$ cat src/rtl/pwm_audio_out.sv
// PWM audio output stage: latches signed mixer samples, converts them to offset binary and
// drives a 1-bit PWM pin, carrying the truncated LSBs forward as first-order error feedback.
module pwm_audio_out #(
    parameter int PWM_BITS = 8
) (
    input  logic        clk_in,
    input  logic        reset_n_in,
    input  logic        enable_in,
    input  logic [15:0] sample_in,
    input  logic        sample_valid_in,
    output logic        pwm_out,
    output logic        consume_out,
    output logic        overrun_out
);

    localparam int ERR_BITS = 16 - PWM_BITS;
    localparam logic [PWM_BITS-1:0] CNT_MAX  = {PWM_BITS{1'b1}};
    localparam logic [PWM_BITS-1:0] DUTY_MID = {1'b1, {(PWM_BITS-1){1'b0}}};
    localparam logic [15:0]         OFF_MID  = 16'h8000;

    logic [PWM_BITS-1:0] cnt_q, cnt_d;
    logic [PWM_BITS-1:0] duty_q, duty_d;
    logic [ERR_BITS-1:0] err_q, err_d;
    logic [15:0]         cur_q, cur_d;
    logic [15:0]         pend_q, pend_d;
    logic                pendFull_q, pendFull_d;
    logic                pwm_q, pwm_d;
    logic                consume_q, consume_d;
    logic                overrun_q, overrun_d;

    logic [15:0] offSample;
    logic [15:0] src;
    logic [16:0] sum;
    logic        wrap;

    assign offSample = sample_in ^ OFF_MID;
    assign wrap      = (cnt_q == CNT_MAX);
    // A sample arriving on the wrap cycle still loses to the one already pending.
    assign src       = pendFull_q ? pend_q : cur_q;
    assign sum       = {1'b0, src} + {{(17-ERR_BITS){1'b0}}, err_q};

    always_comb begin
        cnt_d      = cnt_q;
        duty_d     = duty_q;
        err_d      = err_q;
        cur_d      = cur_q;
        pend_d     = pend_q;
        pendFull_d = pendFull_q;
        pwm_d      = pwm_q;
        consume_d  = 1'b0;
        overrun_d  = overrun_q;

        if (!enable_in) begin
            cnt_d      = '0;
            duty_d     = DUTY_MID;
            err_d      = '0;
            cur_d      = OFF_MID;
            pend_d     = OFF_MID;
            pendFull_d = 1'b0;
            pwm_d      = 1'b0;
            overrun_d  = 1'b0;
        end else begin
            cnt_d = cnt_q + 1'b1;
            pwm_d = (cnt_q < duty_q);

            if (wrap) begin
                if (pendFull_q) begin
                    cur_d      = pend_q;
                    pendFull_d = 1'b0;
                    consume_d  = 1'b1;
                end
                if (sum[16]) begin
                    duty_d = '1;
                    err_d  = '0;
                end else begin
                    duty_d = sum[15:ERR_BITS];
                    err_d  = sum[ERR_BITS-1:0];
                end
            end

            if (sample_valid_in) begin
                pend_d     = offSample;
                pendFull_d = 1'b1;
                if (pendFull_q && !wrap) begin
                    overrun_d = 1'b1;
                end
            end
        end
    end

    always_ff @(posedge clk_in or negedge reset_n_in) begin
        if (!reset_n_in) begin
            cnt_q      <= '0;
            duty_q     <= DUTY_MID;
            err_q      <= '0;
            cur_q      <= OFF_MID;
            pend_q     <= OFF_MID;
            pendFull_q <= 1'b0;
            pwm_q      <= 1'b0;
            consume_q  <= 1'b0;
            overrun_q  <= 1'b0;
        end else begin
            cnt_q      <= cnt_d;
            duty_q     <= duty_d;
            err_q      <= err_d;
            cur_q      <= cur_d;
            pend_q     <= pend_d;
            pendFull_q <= pendFull_d;
            pwm_q      <= pwm_d;
            consume_q  <= consume_d;
            overrun_q  <= overrun_d;
        end
    end

    assign pwm_out     = pwm_q;
    assign consume_out = consume_q;
    assign overrun_out = overrun_q;

endmodule

$ cat config.mk
export PLATFORM = sky130hd
export DESIGN_NAME = pwm_audio_out
export DESIGN_NICKNAME = d
export VERILOG_FILES = /design/src/rtl/pwm_audio_out.sv
export SDC_FILE = /design/constraint.sdc
export NUM_CORES = 1
export LEC_CHECK = 0
export CAP_MARGIN = 0
export CORE_ASPECT_RATIO = 0.7
export CORE_UTILIZATION = 60
export DETAILED_ROUTE_END_ITERATION = 16
export HOLD_SLACK_MARGIN = 0.15
export MAX_ROUTING_LAYER = met4
export PLACE_DENSITY = 0.81
export RECOVER_POWER = 50
export REMOVE_ABC_BUFFERS = 1
export SYNTH_ARGS = -nofsm -noshare
export SYNTH_HDL_FRONTEND = slang
export SYNTH_SLANG_ARGS = --single-unit
$ cat constraint.sdc
create_clock -name clk_in -period 8.5 [get_ports clk_in]
set_clock_uncertainty 0.15 [all_clocks]
set_input_delay 2.55 -clock clk_in [delete_from_list [all_inputs] [get_ports clk_in]]
set_output_delay 2.55 -clock clk_in [all_outputs]
set_load 0.01 [all_outputs]
==> results.cfg, run 1 <==
[cts]
path_clk_slew_ps = 60
cts_max_level = 3
post_cts_buffers = 0
cts_sinks = 60
numCtsBuffers = 9
cts.repair.resized = 0
cts_tree = done
cts_buffer_depth = 2
clockRootBuffer = clkbuf_8
cts_hold_buf = 0
clock_latency_ps = 340

[logic_synthesis]
syn_area_per_cell_um2 = 9.80
async_reset_ff_share_pct = 100
yosysUniqueCellTypes = 47
syn_area_um2 = 3370
synth_warnings = 0
synth-edff-count = 0
ys_seq_area_share_pct = 44.6
syn_inst = 344
ys.flop_type = dfrtp_1
synth_seq_cells = 60

[floorplanning]
io_pins = 23
num_rows = 22
dieWidth_um = 91.6
chipHeight_um = 64.7
start_util_pct = 63.5
die-area_um2 = 5930
core_area_um2 = 5310

[final_layout]
seqCellArea_um2 = 1510
fillers = 398
multi_input_area_um2 = 1740
nets = 399
mostFrequentLayoutCells = 57 x dfrtp_1, 43 x nand2_1, 32 x nor2_1
antenna_cells = 0
final_core_util_pct = 71.1
area_growth_pct = 11.9
final_common_cell = dfrtp_1
post_route_cells_drive_above_1_share_pct = 10.9

[setup_path]
path_max_fanout = 60
critPathLaunchType = primary input
critPathTopFamily = buffers and inverters
critPathKind = primary input to async pin
arrival_ps = 4890
endpoint_kind = async pin
crit_chain = buf_2 -> clkbuf_1
slowest_delay_ps = 2220
crit_path_top_delay_cell = clkbuf_1
worst-path-buf-inv = 2
required_ps = 8090

[status]
status = complete, but fails checks
violations = capacitance limit, slew limit

[timing]
worst_pin_slew_ps = 3180
slew_headroom_pct = -112
maxSlewViolCount = 61
fin_crit_ps = 5310
finalSetupTns_ps = 0
finalSetupViolations = 0
hold_viol_final = 0
fmax_ghz = 0.188
rsz0062_at_grt = false
period_share_pct = 62.4

[global_route]
grtUsageTotal_pct = 26.3
grt_pass1_vias = 2496
globalRouteOverflowTotal = 0
antenna_found_initial = 0
grt_pass1_wl_um = 11700
grt_max_degree = 61

[routing]
drtPass1Iterations = 5
num_vias = 2591
vias_per_cell = 5.92
wl_um = 6850
drc = 0
ant_nets = 0
drt_iter0_markers = 160
routedWlPerCell_um = 15.6

[run]
cap_violations = 1

[placed_design]
port-buffer-count = 22
place.gp.congestion = 0.833
dp_hpwl_um = 4520

[pwr]
cellPowerDensity_nw_per_um2 = 151
p_leak_nw = 1.72
ir_drop_v = 0.000129

[hold_path]
hold_path.class = flop to flop
-- sequential cells by signal (all words and copies together), names as in the netlist --
| name | count |
|---|---|
| pwm_out | 1 |
| cur_q | 16 |
| cnt_q | 8 |
| duty_q | 8 |
| consume_out | 1 |
| pendFull_q | 1 |
| overrun_out | 1 |
| pend_q | 16 |
| err_q | 8 |
-- cell families (layout without fill, tap and decap cells) --
family | count (synthesis) | in the layout | synth area share, %
AO/OA/AOI/OAI | 78 | 78 | 15.3
XOR/XNOR | 16 | 16 | 4.16
adder cells (fa/ha/maj) | 17 | 17 | 6.53
buffers and inverters | 27 | 49 | 3.93
flip-flops | 60 | 60 | 44.6
multiplexers | 31 | 31 | 9.54
AND/OR/NAND/NOR | 115 | 115 | 15.9
-- cell type report --
class                           count  share of cell area (%)
Clock buffer                       13                    4.21
Clock inverter                      2                   0.265
Inverter                            8                   0.795
Multi-Input combinational cell    257                    46.1
Sequential cell                    60                    39.9
Tap cell                           72                    2.39
Timing Repair Buffer               26                    6.40
-- cell usage after synthesis (3+ instances only) --
library cell / instances / area (um2)
a211oi_1: 8 / 60.1
a21o_1: 6 / 45.0
a21oi_1: 28 / 140
a21oi_2: 3 / 26.3
a31oi_1: 7 / 43.8
and3_1: 3 / 18.8
buf_2: 4 / 20.0
buf_6: 3 / 33.8
clkbuf_1: 11 / 41.3
dfrtp_1: 57 / 1430
dfstp_2: 3 / 78.8
ha_1: 16 / 200
inv_1: 8 / 30.0
mux2_2: 9 / 101
mux2i_1: 22 / 220
nand2_1: 43 / 161
nand3_1: 22 / 110
nand4_1: 4 / 25.0
nor2_1: 32 / 120
o211ai_1: 3 / 22.5
o21ai_0: 8 / 40.0
xnor2_1: 9 / 78.8
xor2_1: 7 / 61.3
-- power breakdown --
part / leakage, nW / internal [mW] / switching (mW)
registers: 0.811 / 0.292 / 0.00617
logic: 0.819 / 0.0225 / 0.0261
clock network: 0.0893 / 0.119 / 0.105
-- through the flow --
stage	std cells	hold WS [ps]	power, mW	setup slack, ps	area [um2]
finish	438	345	0.571	3190	3770
global placement	423	329	0.351	3780	3610
floorplan	325	307	0.326	4660	3270
global route	438	356	0.595	2460	3770
detailed placement	423	338	0.352	3790	3610
CTS	438	349	0.577	4140	3780
-- worst paths after layout --
check	start	to	slack [ps]	depth (start not counted)
min in group asynchronous	reset_n_in	pend_q[0]	3200	2
max in group clk_in	enable_in	duty_q[7]	4050	4
hold reg to reg	overrun_out	overrun_out	340	2
setup / recovery	reset_n_in	pend_q[12]	3190	2
setup reg to reg	pendFull_q	duty_q[7]	5470	8
hold / removal	overrun_out	overrun_out	340	2
-- per-layer routing --
layer / GRT usage (%) / vias to the layer above / wire length [um]
li1: - / 1256 / -
met1: 35.0 / 1255 / 3330
met2: 39.0 / 69 / 3060
met3: 7.63 / 11 / 385
met4: 8.93 / 0 / 72
met5: - / - / 0
(Power assumes the default switching activity.)
==> run 2, diff against run 1 <==
CORE_UTILIZATION = 59   (was 60)
PLACE_DENSITY = 0.8   (was 0.81)
clock period = 5 ns   (was 8.5 ns; I/O delays follow)
==> results.cfg, run 2 (synthesis results as in run 1) <==
[placed_design]
port-buffer-count = 22
dpl.cell_count = 423
post_dp_cell_area_um2 = 3610
place.gp.congestion = 0.864
dp_hpwl_um = 4800

[timing]
fin_crit_ps = 3280
period_share_pct = 65.5
finalSetupViolations = 0
finalSetupTns_ps = 0
maxSlewViolCount = 40
rsz0062_at_grt = false
hold_viol_final = 0
fmax_ghz = 0.305
worst_pin_slew_ps = 2090
slew_headroom_pct = -39.1

[routing]
drtPass1Iterations = 4
drt_iter0_markers = 157
vias_per_cell = 5.90
ant_nets = 0
wl_um = 7100
num_vias = 2589
drc = 0
routedWlPerCell_um = 16.2

[cts]
numCtsBuffers = 9
clockRootBuffer = clkbuf_8
cts_tree = done
cts_sinks = 60
clock_latency_ps = 340
cts.repair.resized = 0
cts_buffer_depth = 2
cts_max_level = 3
cts_hold_buf = 0
path_clk_slew_ps = 70
post_cts_buffers = 0

[floorplanning]
num_rows = 22
start_util_pct = 62.8
die-area_um2 = 6030
io_pins = 23
chipHeight_um = 65.3
dieWidth_um = 92.4
core_area_um2 = 5370

[final_layout]
stdcell_count = 439
mostFrequentLayoutCells = 57 x dfrtp_1, 43 x nand2_1, 32 x nor2_1
antenna_cells = 0
area_growth_pct = 13.4
nets = 399
post_route_cells_drive_above_1_share_pct = 11.7
seqCellArea_um2 = 1510
final_common_cell = dfrtp_1
multi_input_area_um2 = 1740
top_regs = cur_q (16), pend_q (16)
fillers = 410
final_design_area_no_fill_um2 = 3820

[pwr]
ir_drop_v = 0.000234
p_leak_nw = 1.74
cellPowerDensity_nw_per_um2 = 279

[run]
cap_violations = 1

[setup_path]
endpoint_kind = flop
required_ps = 5090
critPathTopFamily = buffers and inverters
critPathLaunchType = primary input
crit_path_top_delay_cell = dlygate4sd3_1
worst-path-buf-inv = 3
crit_chain = dlygate4sd3_1 -> inv_1 -> buf_4 -> o32ai_1
critPathKind = primary input to flop
rrSetupSlack_ps = 1780
path_max_fanout = 34
arrival_ps = 3370
slowest_delay_ps = 820

[global_route]
grt_max_degree = 40
grt_pass1_wl_um = 12300
grt_pass1_vias = 2519
grtUsageTotal_pct = 27.5
antenna_found_initial = 0
globalRouteOverflowTotal = 0

[hold_path]
hold_path.class = flop to flop

[status]
status = complete, but fails checks
violations = capacitance limit, slew limit
run 2: where the power goes:
part	leakage (nW)	internal, mW	switching (mW)
sequential	0.811	0.496	0.0120
combinational	0.820	0.0385	0.0435
clock	0.109	0.278	0.196
total	1.74	0.813	0.252
run 2: cell type report:
| class | count | area share, % |
|---|---|---|
| flip-flops and latches | 60 | 39.4 |
| multi-input cells | 257 | 45.5 |
| clock inverters | 7 | 2.39 |
| clock buffers | 9 | 3.24 |
| inverters | 8 | 0.785 |
| well taps | 72 | 2.36 |
| repair buffers | 26 | 6.38 |
run 2: routing by layer:
layer	global-route usage [%]	wire length, um
met1	39.8	3620
met2	39.4	3020
met3	5.90	387
met4	7.03	66
met5	-	0
run 2: stage by stage:
step	worst slack [ps]	total power, mW	hold WS [ps]	util, %
after floorplan	1480	0.554	307	-
after global placement	1460	0.597	324	67.2
after detailed placement	1420	0.600	340	67.2
after CTS	1790	1.08	355	71.3
after global routing	1420	1.10	391	71.2
final	1720	1.06	352	71.2
run 2: path summary, 6_finish.rpt:
| kind | start | end | cells after the start |
|---|---|---|---|
| worst max-delay path | enable_in | duty_q[6] | 4 |
| worst min-delay path | overrun_out | overrun_out | 2 |
| max in group asynchronous | reset_n_in | duty_q[7] | 2 |
| min in group asynchronous | reset_n_in | pend_q[2] | 1 |
| worst min register to register | overrun_out | overrun_out | 2 |
| worst max register to register | pendFull_q | duty_q[7] | 8 |
run 2: worst min-delay path: cells and delay by family (launching register included):
kind / cells / cell delay, ps
compound gates: 1 / 50
flops: 1 / 350
simple gates: 1 / 70
